==> config.mk <==
export PLATFORM = sky130hd
export DESIGN_NAME = bp_cce_pending_counters
export DESIGN_NICKNAME = d
export VERILOG_FILES = /design/src/rtl/bp_me_pkg.sv /design/src/rtl/bp_cce_pending_wg_hash.sv /design/src/rtl/bp_cce_pending_counters.sv
export SDC_FILE = /design/constraint.sdc
export NUM_CORES = 1
export LEC_CHECK = 0
export CAP_MARGIN = 20
export CORE_MARGIN = 3
export CORE_UTILIZATION = 39
export CTS_BUF_LIST = sky130_fd_sc_hd__clkbuf_4 sky130_fd_sc_hd__clkbuf_8
export DETAILED_ROUTE_END_ITERATION = 7
export PLACE_DENSITY_LB_ADDON = 0.3
export SYNTH_ARGS = -nofsm -noshare
export SYNTH_HDL_FRONTEND = slang
export SYNTH_HIERARCHICAL = 1
export SYNTH_SLANG_ARGS = --single-unit
==> constraint.sdc <==
create_clock -name clk_i -period 5.38 [get_ports clk_i]
set_clock_uncertainty 0.2 [all_clocks]
set_input_delay 0.807 -clock clk_i [delete_from_list [all_inputs] [get_ports clk_i]]
set_output_delay 0.807 -clock clk_i [all_outputs]
set_load 0.005 [all_outputs]
==> src/rtl/bp_me_pkg.sv <==
// rtl/bp_me_pkg.sv - shared types for the CCE pending-counter block
package bp_me_pkg;

  localparam int bp_pending_width_gp    = 3;
  localparam int bp_pending_wg_width_gp = 16;

  // Captured saturation error; wg is wide enough for any way-group count in use
  typedef struct packed {
    logic                              ovf;
    logic [bp_pending_wg_width_gp-1:0] wg;
  } bp_pending_err_s;

endpackage

==> src/rtl/bp_cce_pending_wg_hash.sv <==
// rtl/bp_cce_pending_wg_hash.sv - maps a physical address to a local way group
module bp_cce_pending_wg_hash
  import bp_me_pkg::*;
#(
  parameter int num_way_groups_p = 8,
  parameter int cce_way_groups_p = 8,
  parameter int num_cce_p        = 1,
  parameter int paddr_width_p    = 40,
  parameter int addr_offset_p    = 6,
  localparam int lg_wg_lp        = (num_way_groups_p > 1) ? $clog2(num_way_groups_p) : 1,
  localparam int lg_cce_wg_lp    = (cce_way_groups_p > 1) ? $clog2(cce_way_groups_p) : 1
) (
  input  logic [paddr_width_p-1:0] addr_i,
  input  logic                     bypass_hash_i,
  output logic [lg_wg_lp-1:0]      wg_o
);

  logic [lg_cce_wg_lp-1:0] field;
  logic [lg_cce_wg_lp-1:0] field_rev;
  logic [31:0]             hash_idx;
  logic                    unused_bits;

  assign field = addr_i[addr_offset_p+:lg_cce_wg_lp];

  always_comb begin
    field_rev = '0;
    for (int i = 0; i < lg_cce_wg_lp; i++) begin
      field_rev[i] = field[lg_cce_wg_lp-1-i];
    end
  end

  // Bank-hash index: consecutive system way groups stripe across the CCEs
  assign hash_idx = 32'(field_rev) / 32'(num_cce_p);

  assign wg_o        = bypass_hash_i ? addr_i[lg_wg_lp-1:0] : hash_idx[lg_wg_lp-1:0];
  assign unused_bits = ^{addr_i, hash_idx};

endmodule

==> src/rtl/bp_cce_pending_counters.sv <==
// rtl/bp_cce_pending_counters.sv - per-way-group pending counters with forwarded reads
// Saturation and error capture enabled by BP_CCE_PENDING_SATURATE_EN; otherwise counters wrap.
module bp_cce_pending_counters
  import bp_me_pkg::*;
#(
  parameter int num_way_groups_p = 8,
  parameter int cce_way_groups_p = 8,
  parameter int num_cce_p        = 1,
  parameter int paddr_width_p    = 40,
  parameter int addr_offset_p    = 6,
  parameter int width_p          = bp_pending_width_gp,
  parameter int num_rd_ports_p   = 2,
  localparam int lg_wg_lp        = (num_way_groups_p > 1) ? $clog2(num_way_groups_p) : 1
) (
  input  logic                                  clk_i,
  input  logic                                  reset_n_i,
  input  logic                                  inc_v_i,
  input  logic [paddr_width_p-1:0]              inc_addr_i,
  input  logic                                  inc_bypass_hash_i,
  input  logic                                  dec_v_i,
  input  logic [paddr_width_p-1:0]              dec_addr_i,
  input  logic                                  dec_bypass_hash_i,
  input  logic                                  clr_v_i,
  input  logic [paddr_width_p-1:0]              clr_addr_i,
  input  logic                                  clr_bypass_hash_i,
  input  logic [num_rd_ports_p-1:0]             r_v_i,
  input  logic [num_rd_ports_p*paddr_width_p-1:0] r_addr_i,
  input  logic [num_rd_ports_p-1:0]             r_bypass_hash_i,
  output logic [num_rd_ports_p-1:0]             pending_o,
  output logic [num_rd_ports_p*width_p-1:0]     count_o,
  output logic                                  any_pending_o,
  output logic                                  err_o,
  output logic                                  err_ovf_o,
  output logic [lg_wg_lp-1:0]                   err_wg_o,
  input  logic                                  err_clr_i
);

`ifdef BP_CCE_PENDING_SATURATE_EN
  localparam bit sat_en_lp = 1'b1;
`else
  localparam bit sat_en_lp = 1'b0;
`endif

  logic [width_p-1:0]  cnt_r [num_way_groups_p];
  logic [width_p-1:0]  cnt_n [num_way_groups_p];
  logic [lg_wg_lp-1:0] inc_wg, dec_wg, clr_wg;
  logic [lg_wg_lp-1:0] r_wg [num_rd_ports_p];
  logic                err_ev, err_ev_ovf;
  logic [lg_wg_lp-1:0] err_ev_wg;

  bp_cce_pending_wg_hash #(
    .num_way_groups_p(num_way_groups_p), .cce_way_groups_p(cce_way_groups_p),
    .num_cce_p(num_cce_p), .paddr_width_p(paddr_width_p), .addr_offset_p(addr_offset_p)
  ) inc_hash (.addr_i(inc_addr_i), .bypass_hash_i(inc_bypass_hash_i), .wg_o(inc_wg));

  bp_cce_pending_wg_hash #(
    .num_way_groups_p(num_way_groups_p), .cce_way_groups_p(cce_way_groups_p),
    .num_cce_p(num_cce_p), .paddr_width_p(paddr_width_p), .addr_offset_p(addr_offset_p)
  ) dec_hash (.addr_i(dec_addr_i), .bypass_hash_i(dec_bypass_hash_i), .wg_o(dec_wg));

  bp_cce_pending_wg_hash #(
    .num_way_groups_p(num_way_groups_p), .cce_way_groups_p(cce_way_groups_p),
    .num_cce_p(num_cce_p), .paddr_width_p(paddr_width_p), .addr_offset_p(addr_offset_p)
  ) clr_hash (.addr_i(clr_addr_i), .bypass_hash_i(clr_bypass_hash_i), .wg_o(clr_wg));

  for (genvar k = 0; k < num_rd_ports_p; k++) begin : g_rd_hash
    bp_cce_pending_wg_hash #(
      .num_way_groups_p(num_way_groups_p), .cce_way_groups_p(cce_way_groups_p),
      .num_cce_p(num_cce_p), .paddr_width_p(paddr_width_p), .addr_offset_p(addr_offset_p)
    ) rd_hash (
      .addr_i(r_addr_i[k*paddr_width_p+:paddr_width_p]),
      .bypass_hash_i(r_bypass_hash_i[k]),
      .wg_o(r_wg[k])
    );
  end

  // Next-state per way group; on simultaneous errors the lowest way group is reported
  always_comb begin : next_state
    logic inc_hit, dec_hit, clr_hit;
    err_ev     = 1'b0;
    err_ev_ovf = 1'b0;
    err_ev_wg  = '0;
    inc_hit    = 1'b0;
    dec_hit    = 1'b0;
    clr_hit    = 1'b0;
    for (int g = 0; g < num_way_groups_p; g++) begin
      inc_hit  = inc_v_i && (inc_wg == lg_wg_lp'(g));
      dec_hit  = dec_v_i && (dec_wg == lg_wg_lp'(g));
      clr_hit  = clr_v_i && (clr_wg == lg_wg_lp'(g));
      cnt_n[g] = cnt_r[g];
      if (clr_hit) begin
        cnt_n[g] = '0;
      end else if (inc_hit && !dec_hit) begin
        if (sat_en_lp && (cnt_r[g] == '1)) begin
          if (!err_ev) begin
            err_ev     = 1'b1;
            err_ev_ovf = 1'b1;
            err_ev_wg  = lg_wg_lp'(g);
          end
        end else begin
          cnt_n[g] = cnt_r[g] + width_p'(1);
        end
      end else if (dec_hit && !inc_hit) begin
        if (sat_en_lp && (cnt_r[g] == '0)) begin
          if (!err_ev) begin
            err_ev     = 1'b1;
            err_ev_ovf = 1'b0;
            err_ev_wg  = lg_wg_lp'(g);
          end
        end else begin
          cnt_n[g] = cnt_r[g] - width_p'(1);
        end
      end
    end
  end

  always_ff @(posedge clk_i or negedge reset_n_i) begin
    if (!reset_n_i) begin
      for (int g = 0; g < num_way_groups_p; g++) cnt_r[g] <= '0;
    end else begin
      for (int g = 0; g < num_way_groups_p; g++) cnt_r[g] <= cnt_n[g];
    end
  end

  // Reads see this cycle's updates so the requester never observes a stale count
  always_comb begin
    count_o   = '0;
    pending_o = '0;
    for (int k = 0; k < num_rd_ports_p; k++) begin
      for (int g = 0; g < num_way_groups_p; g++) begin
        if (r_v_i[k] && (r_wg[k] == lg_wg_lp'(g))) begin
          count_o[k*width_p+:width_p] = cnt_n[g];
          pending_o[k]                = |cnt_n[g];
        end
      end
    end
  end

  always_comb begin
    any_pending_o = 1'b0;
    for (int g = 0; g < num_way_groups_p; g++) any_pending_o = any_pending_o | (|cnt_r[g]);
  end

`ifdef BP_CCE_PENDING_SATURATE_EN
  logic            err_v_r;
  bp_pending_err_s err_r;
  logic            unused_err_hi;

  always_ff @(posedge clk_i or negedge reset_n_i) begin
    if (!reset_n_i) begin
      err_v_r <= 1'b0;
      err_r   <= '0;
    end else if (err_ev && (!err_v_r || err_clr_i)) begin
      err_v_r   <= 1'b1;
      err_r.ovf <= err_ev_ovf;
      err_r.wg  <= bp_pending_wg_width_gp'(err_ev_wg);
    end else if (err_clr_i) begin
      err_v_r <= 1'b0;
    end
  end

  assign err_o         = err_v_r;
  assign err_ovf_o     = err_r.ovf;
  assign err_wg_o      = err_r.wg[lg_wg_lp-1:0];
  assign unused_err_hi = ^err_r.wg;
`else
  logic unused_err;

  assign err_o      = 1'b0;
  assign err_ovf_o  = 1'b0;
  assign err_wg_o   = '0;
  assign unused_err = ^{err_clr_i, err_ev, err_ev_ovf, err_ev_wg};
`endif

endmodule

# Word-level counts from Yosys, hierarchy flattened
# Index checks and enable logic that the tools add are counted.
[word_totals]
out_inout_bits = 14
input_bits = 213
word_cells = 220
regBits = 24
[op_classes]
n_mux = 61
reduce_logical = 93
addsub = 16
bitwise_logic = 7
eq_ne = 35
[op_table]
columns = ["operator", "count"]
rows = [
  ["$mux W3", 45],
  ["$eq A3 B3 Y1 const B", 20],
  ["$logic_and A1 B1 Y1", 56],
  ["$reduce_or A3 Y1", 16],
  ["$eq A3 B2 Y1 const B", 10],
  ["$add A3 B1 Y3 const B", 8],
  ["$sub A3 B1 Y3 const B", 8],
  ["$logic_not A1 Y1", 16],
  ["$mux W1", 16],
  ["$eq A3 B1 Y1 const B", 5],
  ["$logic_not A3 Y1", 5],
  ["$or A1 B1 Y1", 7],
]

# Depth between registers and ports, before layout
[logic_depth]
depth_word = 17
mapped_depth = 11

# Cells and area by module
# Netlist, hierarchy kept.
[by_module_without_submodules]
columns = ["module", "cells_per_inst", "n_inst", "seq_area_each_um2", "area_each_um2"]
rows = [
  ["bp_cce_pending_counters", 315, 1, 600.6, 2999.1],
  ["bp_cce_pending_wg_hash", 3, 5, 0.0, 33.8],
]

# Worst setup path before layout
# No wires, ideal clock.
[synth_timing]
path_kind = "input-to-output"
startpoint = "input port inc_bypass_hash_i"
endpoint = "output port pending_o[0]"
required_ns = 4.373
setup_slack_ns = 1.359
path_buffers = 1
path_stages = 9
arrival_time_ns = 3.014
cell_sequence = "mux2_2 -> buf_2 -> or4b_4 -> maj3_2 -> mux2i_4 -> nor2_2 -> o31a_1 -> nor4b_2 -> o21ai_1"
[synth_lines]
columns = ["element", "line_no", "rtl"]
rows = [
  ["from (decl)", "bp_cce_pending_counters.sv:19", "input logic inc_bypass_hash_i,"],
  ["to (decl)", "bp_cce_pending_counters.sv:29", "output logic [num_rd_ports_p-1:0] pending_o,"],
]

==> qor.yml <==
antenna_found_initial: 0
reg2regPathDepth: 6
crit_type: "in -> out"
switching_share_pct: 43.9
wl_met1_mm: 3.84
hold_viol: 0
ant_nets: 0
clock_power_share_pct: 7.1
crit_required_ns: 4.37
drt-initial-drc-count: 147
fin_crit_ns: 5.25
drive_above_1_share_pct: 19.1
grt-ovfl-total: 0
worst-path-buf-inv: 3
diodes: 0
ys.flop_type: "dfrtp_1"
synth_edf_count: 0
ys_types: 69
p_per_area_nw_per_um2: 401
die_area_um2: 9240
wl_met3_um: 405
cp_slowest_stage_delay_ns: 0.53
max_slew_margin_pct: 43.7
yosysMostFrequentCell: "inv_1"
cp.depth: 11
drc_errors: 0
clockBufferDepth: 2
syn_inst: 330
design_area_um2: 3850
hold_path.class: "reg -> reg"
regMostFlops: "cnt_r"
synth-seq-cells: 24
power.total_mw: 1.55
synth_area_um2: 3170
drv_slew: 0
fin_cells: 479
dp.cells: 476
avgSynthCellArea_um2: 9.60
finalSetupTns_ns: 0
drtPass1Iterations: 4
yosysTopAreaCell: "dfrtp_1"
path_common_cell: "clkdlybuf4s50_1"
max_cap_violations: 0
grt_pass1_vias: 2714
core-area_um2: 7810
synth_top_area_share_pct: 19.0
period_share_pct: 97.7
crit_path_end_kind: "output pin"
cts_root_buf: "clkbuf_8"
vias: 2727
crit_start: "dec_bypass_hash_i"
switchingPower_mw: 0.679
rsz0062_at_grt: "true"
postSynth.asyncResetShare_pct: 100
rrSetupSlack_ns: 3.48
htreeDepth: 1
globalplace.congestion: 0.851
cp_max_fo: 8
setup_viol: 0
crit_family: "simple AND/OR/NAND/NOR gates"
internal_power_mw: 0.867
largest_reg_flops: 24
ys_warn_count: 6
peakVddDrop_v: 0.000143
leakage_nw: 1.60
start_kind: "input pin"
ys_seq_area_share_pct: 19.0
cts_sinks: 24
clock_latency_ns: 0.27
grt_max_degree: 25
numCtsBuffers: 3
reg2reg_to: "cnt_r[8]"
crit_chain: "clkdlybuf4s50_1 > mux2_2 > and4bb_2 > nor3b_1 > or4b_1 > and2_4 > clkinv_2 > nor3_1 > mux4_2 > o211ai_2 > clkdlybuf4s50_1"
tightest_slew_ns: 0.834
combPwrFrac_pct: 71.4
seqPwrFrac_pct: 21.5
wirelength_mm: 8.35
timing.rr.start: "cnt_r[6]"
crit_slowest_cell: "or4b_1"
rows: 32
grt_pass1_wl_mm: 13.0
syn_to_final_growth_pct: 21.6
start_util_pct: 40.6
die_h_um: 96.1
final_nets: 616
clk_pin_slew_ns: 0.09
cts_setup_buffers: 0
cts_tree: "built"
die_x_um: 96.1
grt_usage_pct: 18.3
cts_resized: 0
routed_via_density: 5.69
hold_buffers: 0
route.met2.wl_mm: 3.96
status: "completed"
top_layer_used: "met4"
io_pins: 227
wire_per_inst_um: 17.4
dpl_cell_area_um2: 3780
dpl.hpwl_mm: 6.70
crit_end: "pending_o[1]"
synth_common_cells: "inv_1 (30), dfrtp_1 (24), ha_1 (24)"
io_buffers: 50
critPathArrivalTime_ns: 4.25
synth_area_leaders: "dfrtp_1 (19%), ha_1 (9.5%), mux4_2 (8.5%), mux2_2 (5.3%), inv_1 (3.6%)"
hold_slack_ns: 0.473
max_freq_mhz: 190
largestRegisters: "cnt_r: 24 flops"
worst min-delay path by stage:
stage / startpoint / endpoint / cells past startpoint
after floorplan: reset_n_i / cnt_r[0] / 0
after global placement: cnt_r[2] / cnt_r[2] / 3
after detailed placement: cnt_r[2] / cnt_r[2] / 3
after CTS: cnt_r[2] / cnt_r[2] / 3
after global routing: cnt_r[2] / cnt_r[2] / 3
final: cnt_r[2] / cnt_r[2] / 3
cell families (layout without fill, tap and decap cells):
| logic type | after synthesis | count (layout) | synth area share, % |
|---|---|---|---|
| adder cells (fa/ha/maj) | 32 | 32 | 12.2 |
| XOR/XNOR | 12 | 12 | 5.06 |
| AND/OR/NAND/NOR | 117 | 117 | 26.7 |
| buffers and inverters | 56 | 99 | 8.25 |
| multiplexers | 33 | 33 | 16.2 |
| flip-flops | 24 | 24 | 19.0 |
| other | 1 | 5 | 0.118 |
| AO/OA/AOI/OAI | 55 | 55 | 12.6 |
worst min-delay path: stages, from the launching register on:
cell and delay (ns):
dfrtp_1 0.40, xnor2_1 0.10, nand2_1 0.10, inv_1 0.04
power by group through the flow:
stage               combinational, mW  clock (mW)  sequential, mW
finish                           1.10       0.109           0.332
detailed placement               1.06           0           0.334
floorplan                       0.749           0           0.314
CTS                              1.07       0.113           0.329
global placement                 1.04           0           0.329
global route                     1.22       0.119           0.343
area by class of cell:
class / instances / area (µm²)
repair buffers: 64 / 606
inverters: 32 / 121
clock buffers: 3 / 41.3
multi-input cells: 254 / 2360
flip-flops and latches: 24 / 601
fillers: 724 / 3960
well taps: 102 / 128
metal layers:
metal / GRT usage, % / up-vias
met4: 6.75 / 0
li1: - / 1317
met2: 30.5 / 84
met1: 24.3 / 1316
met5: 0 / -
met3: 2.03 / 10
stage by stage:
step	util, %	setup WS (ns)
2_1_floorplan	-	1.36
3_3_place_gp	48.4	0.141
3_5_place_dp	48.4	0.0704
4_1_cts	48.9	0.0548
5_1_grt	49.3	-0.0476
6_report	49.3	0.126
cell usage in the layout (no fill, tap or decap), types with 5 or more instances in the layout:
| master | synthesis | routed |
|---|---|---|
| a21oi_1 | 10 | 10 |
| and2_1 | 5 | 5 |
| and3_1 | 5 | 5 |
| and4b_1 | 7 | 7 |
| buf_4 | 7 | 14 |
| clkdlybuf4s50_1 | 0 | 50 |
| conb_1 | 1 | 5 |
| dfrtp_1 | 24 | 24 |
| ha_1 | 24 | 24 |
| inv_1 | 30 | 30 |
| mux2_2 | 15 | 15 |
| mux4_2 | 12 | 12 |
| nand2_1 | 14 | 14 |
| nand3_1 | 9 | 9 |
| nand4b_1 | 8 | 8 |
| nor2_1 | 17 | 17 |
| nor3_1 | 6 | 6 |
| nor4bb_1 | 5 | 5 |
| o21ai_0 | 10 | 9 |
| xnor2_1 | 7 | 7 |
(Power assumes the default switching activity.)
